==> src/rtl/alu_shifter_pipe.sv <==
// Two-stage pipelined barrel shifter for the ALU shift path: SLL/SRL/SRA/ROL/ROR
// with saturating amounts, a pass-through tag, valid/ready flow control and flush.
module alu_shifter_pipe #(
    parameter int WIDTH = 32,
    parameter int TAG_W = 5
) (
    input  logic                         clk,
    input  logic                         rst_n,
    input  logic                         flush,
    input  logic                         in_valid,
    output logic                         in_ready,
    input  logic [2:0]                   in_op,
    input  logic [$clog2(WIDTH):0]       in_amt,
    input  logic [WIDTH-1:0]             in_data,
    input  logic [TAG_W-1:0]             in_tag,
    output logic                         out_valid,
    input  logic                         out_ready,
    output logic [WIDTH-1:0]             out_data,
    output logic [TAG_W-1:0]             out_tag
);

    localparam int S     = $clog2(WIDTH);
    localparam int AMT_W = S + 1;
    localparam int H     = S / 2;

    localparam logic [2:0] OP_SLL = 3'b000;
    localparam logic [2:0] OP_SRL = 3'b001;
    localparam logic [2:0] OP_SRA = 3'b011;
    localparam logic [2:0] OP_ROL = 3'b100;
    localparam logic [2:0] OP_ROR = 3'b101;

    // One barrel level: shift or rotate by a constant power of two.
    // SRA fills from the original operand's sign, not the current MSB.
    function automatic logic [WIDTH-1:0] shift_pow2(
        input logic [WIDTH-1:0] d,
        input logic [2:0]       op,
        input logic             sign,
        input int               sh
    );
        logic [WIDTH-1:0] fill;
        fill = sign ? ~({WIDTH{1'b1}} >> sh) : '0;
        case (op)
            OP_SLL:  return d << sh;
            OP_SRL:  return d >> sh;
            OP_SRA:  return (d >> sh) | fill;
            OP_ROL:  return (d << sh) | (d >> (WIDTH - sh));
            OP_ROR:  return (d >> sh) | (d << (WIDTH - sh));
            default: return '0;
        endcase
    endfunction

    // Apply the amount bits in [lo, hi) to d, one barrel level per bit.
    function automatic logic [WIDTH-1:0] apply_levels(
        input logic [WIDTH-1:0] d,
        input logic [2:0]       op,
        input logic             sign,
        input logic [S-1:0]     amt,
        input int               lo,
        input int               hi
    );
        logic [WIDTH-1:0] r;
        r = d;
        for (int k = 0; k < S; k++) begin
            if (k >= lo && k < hi && amt[k]) begin
                r = shift_pow2(r, op, sign, 1 << k);
            end
        end
        return r;
    endfunction

    function automatic logic op_is_valid(input logic [2:0] op);
        return (op == OP_SLL) || (op == OP_SRL) || (op == OP_SRA) ||
               (op == OP_ROL) || (op == OP_ROR);
    endfunction

    // Handshake: a transfer happens on any edge where valid && ready. A stage
    // advances when it is empty or its downstream advances, so ready ripples
    // combinationally from out_ready back to in_ready; flush or reset blocks input.
    logic s1_valid_q, s1_valid_d;
    logic s2_valid_q, s2_valid_d;
    logic s1_adv, s2_adv;

    logic [WIDTH-1:0] s1_data_q, s1_data_d;
    logic [H-1:0]     s1_amt_q,  s1_amt_d;
    logic [2:0]       s1_op_q,   s1_op_d;
    logic [TAG_W-1:0] s1_tag_q,  s1_tag_d;
    logic             s1_sign_q, s1_sign_d;

    logic [WIDTH-1:0] out_data_q, out_data_d;
    logic [TAG_W-1:0] out_tag_q,  out_tag_d;

    logic in_fire;
    logic is_rot;
    logic sat;

    assign s2_adv   = !s2_valid_q || out_ready;
    assign s1_adv   = !s1_valid_q || s2_adv;
    assign in_ready = s1_adv && !flush && rst_n;
    assign in_fire  = in_valid && in_ready;

    assign out_valid = s2_valid_q;
    assign out_data  = out_data_q;
    assign out_tag   = out_tag_q;

    // Stage 1: resolve saturation, then the upper half of the amount bits.
    always_comb begin
        is_rot    = (in_op == OP_ROL) || (in_op == OP_ROR);
        sat       = in_amt[AMT_W-1] && !is_rot;
        s1_sign_d = in_data[WIDTH-1];
        s1_op_d   = in_op;
        s1_tag_d  = in_tag;
        s1_amt_d  = in_amt[H-1:0];
        s1_data_d = apply_levels(in_data, in_op, s1_sign_d, in_amt[S-1:0], H, S);
        if (!op_is_valid(in_op)) begin
            s1_data_d = '0;
            s1_amt_d  = '0;
        end else if (sat) begin
            s1_data_d = (in_op == OP_SRA && s1_sign_d) ? '1 : '0;
            s1_amt_d  = '0;
        end
    end

    // Stage 2: the residual low amount bits.
    always_comb begin
        out_data_d = apply_levels(s1_data_q, s1_op_q, s1_sign_q,
                                  {{(S-H){1'b0}}, s1_amt_q}, 0, H);
        out_tag_d  = s1_tag_q;
    end

    always_comb begin
        s1_valid_d = s1_valid_q;
        s2_valid_d = s2_valid_q;
        if (flush) begin
            s1_valid_d = 1'b0;
            s2_valid_d = 1'b0;
        end else begin
            if (s2_adv) s2_valid_d = s1_valid_q;
            if (s1_adv) s1_valid_d = in_fire;
        end
    end

    always_ff @(posedge clk) begin
        if (!rst_n) begin
            s1_valid_q <= 1'b0;
            s2_valid_q <= 1'b0;
            out_data_q <= '0;
            out_tag_q  <= '0;
            s1_data_q  <= '0;
            s1_amt_q   <= '0;
            s1_op_q    <= '0;
            s1_tag_q   <= '0;
            s1_sign_q  <= 1'b0;
        end else begin
            s1_valid_q <= s1_valid_d;
            s2_valid_q <= s2_valid_d;
            // Output registers only load on a real move so held results stay stable.
            if (!flush && s2_adv && s1_valid_q) begin
                out_data_q <= out_data_d;
                out_tag_q  <= out_tag_d;
            end
            if (in_fire) begin
                s1_data_q <= s1_data_d;
                s1_amt_q  <= s1_amt_d;
                s1_op_q   <= s1_op_d;
                s1_tag_q  <= s1_tag_d;
                s1_sign_q <= s1_sign_d;
            end
        end
    end

endmodule

==> config.mk <==
export PLATFORM = sky130hd
export DESIGN_NAME = alu_shifter_pipe
export DESIGN_NICKNAME = d
export VERILOG_FILES = /design/src/rtl/alu_shifter_pipe.sv
export SDC_FILE = /design/constraint.sdc
export NUM_CORES = 1
export LEC_CHECK = 0
export ABC_CLOCK_PERIOD_IN_PS = 2100
export BUFFER_PORTS_ARGS = -buffer_cell sky130_fd_sc_hd__buf_2
export CAP_MARGIN = 20
export CORE_MARGIN = 5
export CORE_UTILIZATION = 30
export CTS_CLUSTER_DIAMETER = 200
export DETAILED_ROUTE_END_ITERATION = 6
export HOLD_SLACK_MARGIN = 0.05
export PLACE_DENSITY = 0.43
export SYNTH_ARGS = -nofsm -noshare
export SYNTH_HDL_FRONTEND = slang
export SYNTH_SLANG_ARGS = --single-unit
==> constraint.sdc <==
create_clock -name clk -period 2.1 [get_ports clk]
set_clock_uncertainty 0.05 [all_clocks]
set_input_delay 0.105 -clock clk [delete_from_list [all_inputs] [get_ports clk]]
set_output_delay 0.105 -clock clk [all_outputs]
set_load 0.02 [all_outputs]
Word-level counts from Yosys, hierarchy flattened
Cells that the tools add are included.

Equal/unequal tests: 8. Multiplexer cells: 20. Bitwise logic cells: 15. Reductions and logical operators: 22.

Operators by type and width (count): $pmux W32 S5 (4); $mux W32 (13); $pmux W32 S4 (1); $or A16 B32 Y32 (2); $or A24 B32 Y32 (2); $or A28 B32 Y32 (2); $or A30 B32 Y32 (2); $or A31 B32 Y32 (2); $or A32 B1 Y32 (1); $or A32 B2 Y32 (1); $or A32 B4 Y32 (1); $or A32 B8 Y32 (1); $eq A3 B3 Y1 const B (4); $logic_and A1 B1 Y1 (7); $logic_or A1 B1 Y1 (7); $eq A3 B1 Y1 const B (2); $eq A3 B2 Y1 const B (2); $logic_not A3 Y1 (2); $logic_not A1 Y1 (4); $mux W2 (2); $reduce_or A2 Y1 (2); $not A1 Y1 (1).

Register bits after elaboration: 82. Input port bits: 51. Output and inout bits: 39. Logic and storage cells: 74.

Logic depth before layout (Yosys ltp)
Word-level depth: 12. Mapped depth: 9. Depth with buffers taken out: 5.

Worst setup path after synthesis
OpenSTA, ideal clock, no wires.

Path type: register to register. From: register s2_valid_q, in the netlist out_valid. To: register out_data_q[0], in the netlist out_data[0]. Setup time: 0.128 ns. Arrival time: 1.662 ns. Required time: 1.922 ns. Slack: 0.260 ns. Stages on the path, launching flop included: 8. Path buffers: 3. Period minus slack after synthesis: 1.840 ns. Path through: dfxtp_1 -> nor2b_1 -> or3b_1 -> clkbuf_1 -> buf_2 -> buf_1 -> a32oi_1 -> o21ai_0.

Word-level cells in the longest chain between the ends: 4.

Ends and longest elaborated chain: from (decl) (line 80) `logic s2_valid_q, s2_valid_d;`; from (signal assigned) (line 155) `s2_valid_q <= s2_valid_d;`; $logic_not A1 Y1 (line 96) `assign s2_adv = !s2_valid_q || out_ready;`; $logic_or A1 B1 Y1 (line 96); $logic_and A1 B1 Y1 (2 in series) (line 157) `if (!flush && s2_adv && s1_valid_q) begin`; to (signal assigned) (line 158) `out_data_q <= out_data_d;`; to (decl) (line 89) `logic [WIDTH-1:0] out_data_q, out_data_d;`.

No other way between the ends. A chain may end at the register's enable or synchronous reset.

Final worst setup path
From: register s1_op_q[0]. To: register out_data_q[10], in the netlist out_data[10].

Word-level cells in the longest chain between the ends: 6. Elaborated cells between the ends (all ways): 12. Those cells by class: eq/ne (4); mux (4); bitwise (3); reduce/logical (1).

Ends and longest elaborated chain: from (decl) (line 85) `logic [2:0] s1_op_q, s1_op_d;`; from (signal assigned) (line 164) `s1_op_q <= s1_op_d;`; $eq A3 B3 Y1, or another cell as far along (line 42) `case (op)`; $pmux W32 S5 (line 42); $mux W32 (line 64) `if (k >= lo && k < hi && amt[k]) begin`; $or A30 B32 Y32, or another cell as far along (line 47) `OP_ROR: return (d >> sh) | (d << (WIDTH - sh));`; $pmux W32 S5 (line 42); $mux W32 * (line 64).

Every way passes the cells marked *; elsewhere a longest branch is shown, timed or not.

==> results.toml <==
[grt]
grt_pass1_vias = 7471
gr-usage-all-layers_pct = 21.31
grt_pass1_wl_um = 44080
antenna_found_initial = 0
grt.overflow.total = 0
grt_max_degree = 46

[finish]
multiInputGateArea_sq_um = 4593
nets = 1050
layout-drive-gt1-share_pct = 23.51
layout.cells.non_filler = 1289
area_growth_pct = 23.33
n_antenna_cell = 0
fillers = 2384
ff_latch_area_sq_um = 1642

[synthesis]
synth_edf_count = 0
synth_seq_cells = 82
ys_types = 78
ys_seq_area_share_pct = 24.22
ys_warn_count = 0
syn-num-nets = 937
synthCells = 886
ys_async_sr_fraction_pct = 0
synth-main-ff-cell = "dfxtp_1"
syn_area_sq_um = 6778
synth.avg_cell_area_sq_um = 7.650

[die]
die_area_sq_um = 25700
die-height_um = 160.3
die_w_um = 160.3
start_util_pct = 30.21
fp.coreArea_sq_um = 22430
rows = 55
io_pins = 90

[timing]
fin_crit_sh_pct = 94.10
hold_viol_final = 0
slew_headroom_pct = 50.48
worst_pin_slew_ns = 0.7378
tns_ns = 0
setup_viol = 0
maxSlewViolCount = 0
rsz0062_at_grt = "false"
min_period_ns = 1.976
max_freq_ghz = 0.5060

[route]
viasPerCell = 6.043
drt_iter0_markers = 712
drc_errors = 0
routedWlPerCell_um = 22.20
ant_nets = 0
first_pass_iters = 5
routed_wl_um = 28620
num_vias = 7790

[critical_path]
cp_common_cell = "a22oi_1"
slowest_stage = "a21boi_4"
path_cells = "a21boi_4, buf_12, a22oi_1, o22ai_1, a22oi_1, o21ai_1"
critPathKind = "register to register"
cp_max_fo = 23
cp.arrival_ns = 2.20
worstSetupStartpointType = "register"
cp.required_ns = 2.33
critical-path-max-stage-delay_ns = 0.46
crit_path_end_kind = "register"

[cts]
post-cts-setup-buffer-count = 0
clk_latency_ns = 0.35
htreeDepth = 3
clk_pin_slew_ns = 0.07
cts_tree = "yes"
cts_sinks = 82
numCtsBuffers = 9
root_buffer = "clkbuf_16"
cts_buffer_depth = 2

[worst_hold_path]
hp-class = "primary input to register"

[placed_design]
dp_cells = 1264
portBuffers = 89
dp_hpwl_um = 21930
gp_congestion = 0.9223

[power]
power.density_nw_per_um2 = 516.9
vdd_drop_max_uv = 270.8
p_leak_nw = 2.956

[run]
maxCapViolations = 0

[run_status]
outcome = "finished clean"
cells in the final DEF, fill, tap and decap left out, drive strengths merged, types with 18 or more instances in the layout:
cell    count
o21ai      77
buf       186
nor2       65
nor3       18
and2       24
a22oi      58
dfxtp      82
inv        22
nand2      84
a32oi      32
a211oi     23
a21oi      37
a221oi     29
cell families (layout without fill, tap and decap cells):
kind of cell,after synthesis,after routing,synth area share [%]
simple gates,278,278,21.65
buf+inv,114,232,8.270
flops,82,82,24.22
mux,11,11,1.643
compound gates,401,401,44.21
worst paths after layout:
kind | startpoint | to | slack, ns | depth (start not counted)
max | s1_op_q[0] | out_data[10] | 0.12 | 6
min reg2reg | out_tag[1] | out_tag[1] | 0.41 | 2
max reg2reg | s1_op_q[0] | out_data[10] | 0.12 | 6
min | flush | s1_valid_q | 0.09 | 3
layout make-up:
| class | instances | share of cell area [%] |
|---|---|---|
| clock buffer | 10 | 2.859 |
| tap | 285 | 4.266 |
| inverter | 21 | 0.9430 |
| multi-input combinational | 690 | 54.95 |
| timing repair buffer | 195 | 16.76 |
| sequential | 82 | 19.64 |
| clock inverter | 6 | 0.5837 |
worst max-delay path, delay by kind of cell (launching register included):
| family | cells | cell delay [ns] |
|---|---|---|
| compound gates | 5 | 1.19 |
| flops | 1 | 0.44 |
| buf+inv | 1 | 0.22 |
flip-flops by register name (all words and copies together) (netlist names):
register / cells
out_data: 32
s1_data_q: 32
out_tag: 5
out_tag_d: 5
s1_op_q: 3
s1_amt_q: 2
out_valid: 1
s1_sign_q: 1
s1_valid_q: 1
metal layers:
layer	global-route usage, %	wire (um)	vias up
li1	-	-	3702
met1	30.37	13480	3756
met2	32.77	12750	288
met3	3.618	1549	44
met4	6.883	837	0
met5	0	0	-
synthesized netlist by cell type, types with 16 or more instances:
library cell / number / area share [%]
nand2_1: 84 / 4.7
and2_1: 22 / 2.0
a32oi_1: 32 / 4.1
a22oi_1: 58 / 6.4
a31oi_1: 17 / 1.6
clkbuf_1: 36 / 2.0
nor3_1: 17 / 1.3
nor2b_1: 16 / 1.5
buf_2: 40 / 3.0
o2bb2ai_1: 17 / 2.2
a221oi_1: 24 / 3.1
a21oi_1: 36 / 2.7
inv_1: 18 / 1.0
o21ai_0: 63 / 4.7
dfxtp_1: 82 / 24
nor2_1: 64 / 3.5
a211oi_1: 23 / 2.5
o22ai_1: 17 / 1.6
what timing repair did:
| item | in CTS | in global routing |
|---|---|---|
| hold endpoints to repair | 9 | 0 |
| gates resized for setup | 0 | 1 |
| setup endpoints to repair | 0 | 1 |
| hold buffers | 9 | 0 |
stage by stage:
step | total power, W | utilization [%] | setup slack, ns | area [sq um] | hold slack [ns]
2_1_floorplan | 0.002295 | - | 0.2600 | 6778 | 0.1757
3_3_place_gp | 0.002775 | 35.58 | 0.09777 | 7981 | 0.3006
3_5_place_dp | 0.002764 | 35.58 | 0.1211 | 7981 | 0.3029
4_1_cts | 0.004339 | 37.26 | 0.1157 | 8359 | 0.07606
5_1_grt | 0.004493 | 37.26 | 0.01487 | 8359 | 0.1089
6_report | 0.004321 | 37.26 | 0.1238 | 8359 | 0.08680
power breakdown:
part / switching, W / internal (W)
clock network: 0.000714 / 0.000847
logic: 0.000692 / 0.000445
registers: 0.0000390 / 0.00158
No activity file was read; power rests on OpenSTA's default activity.
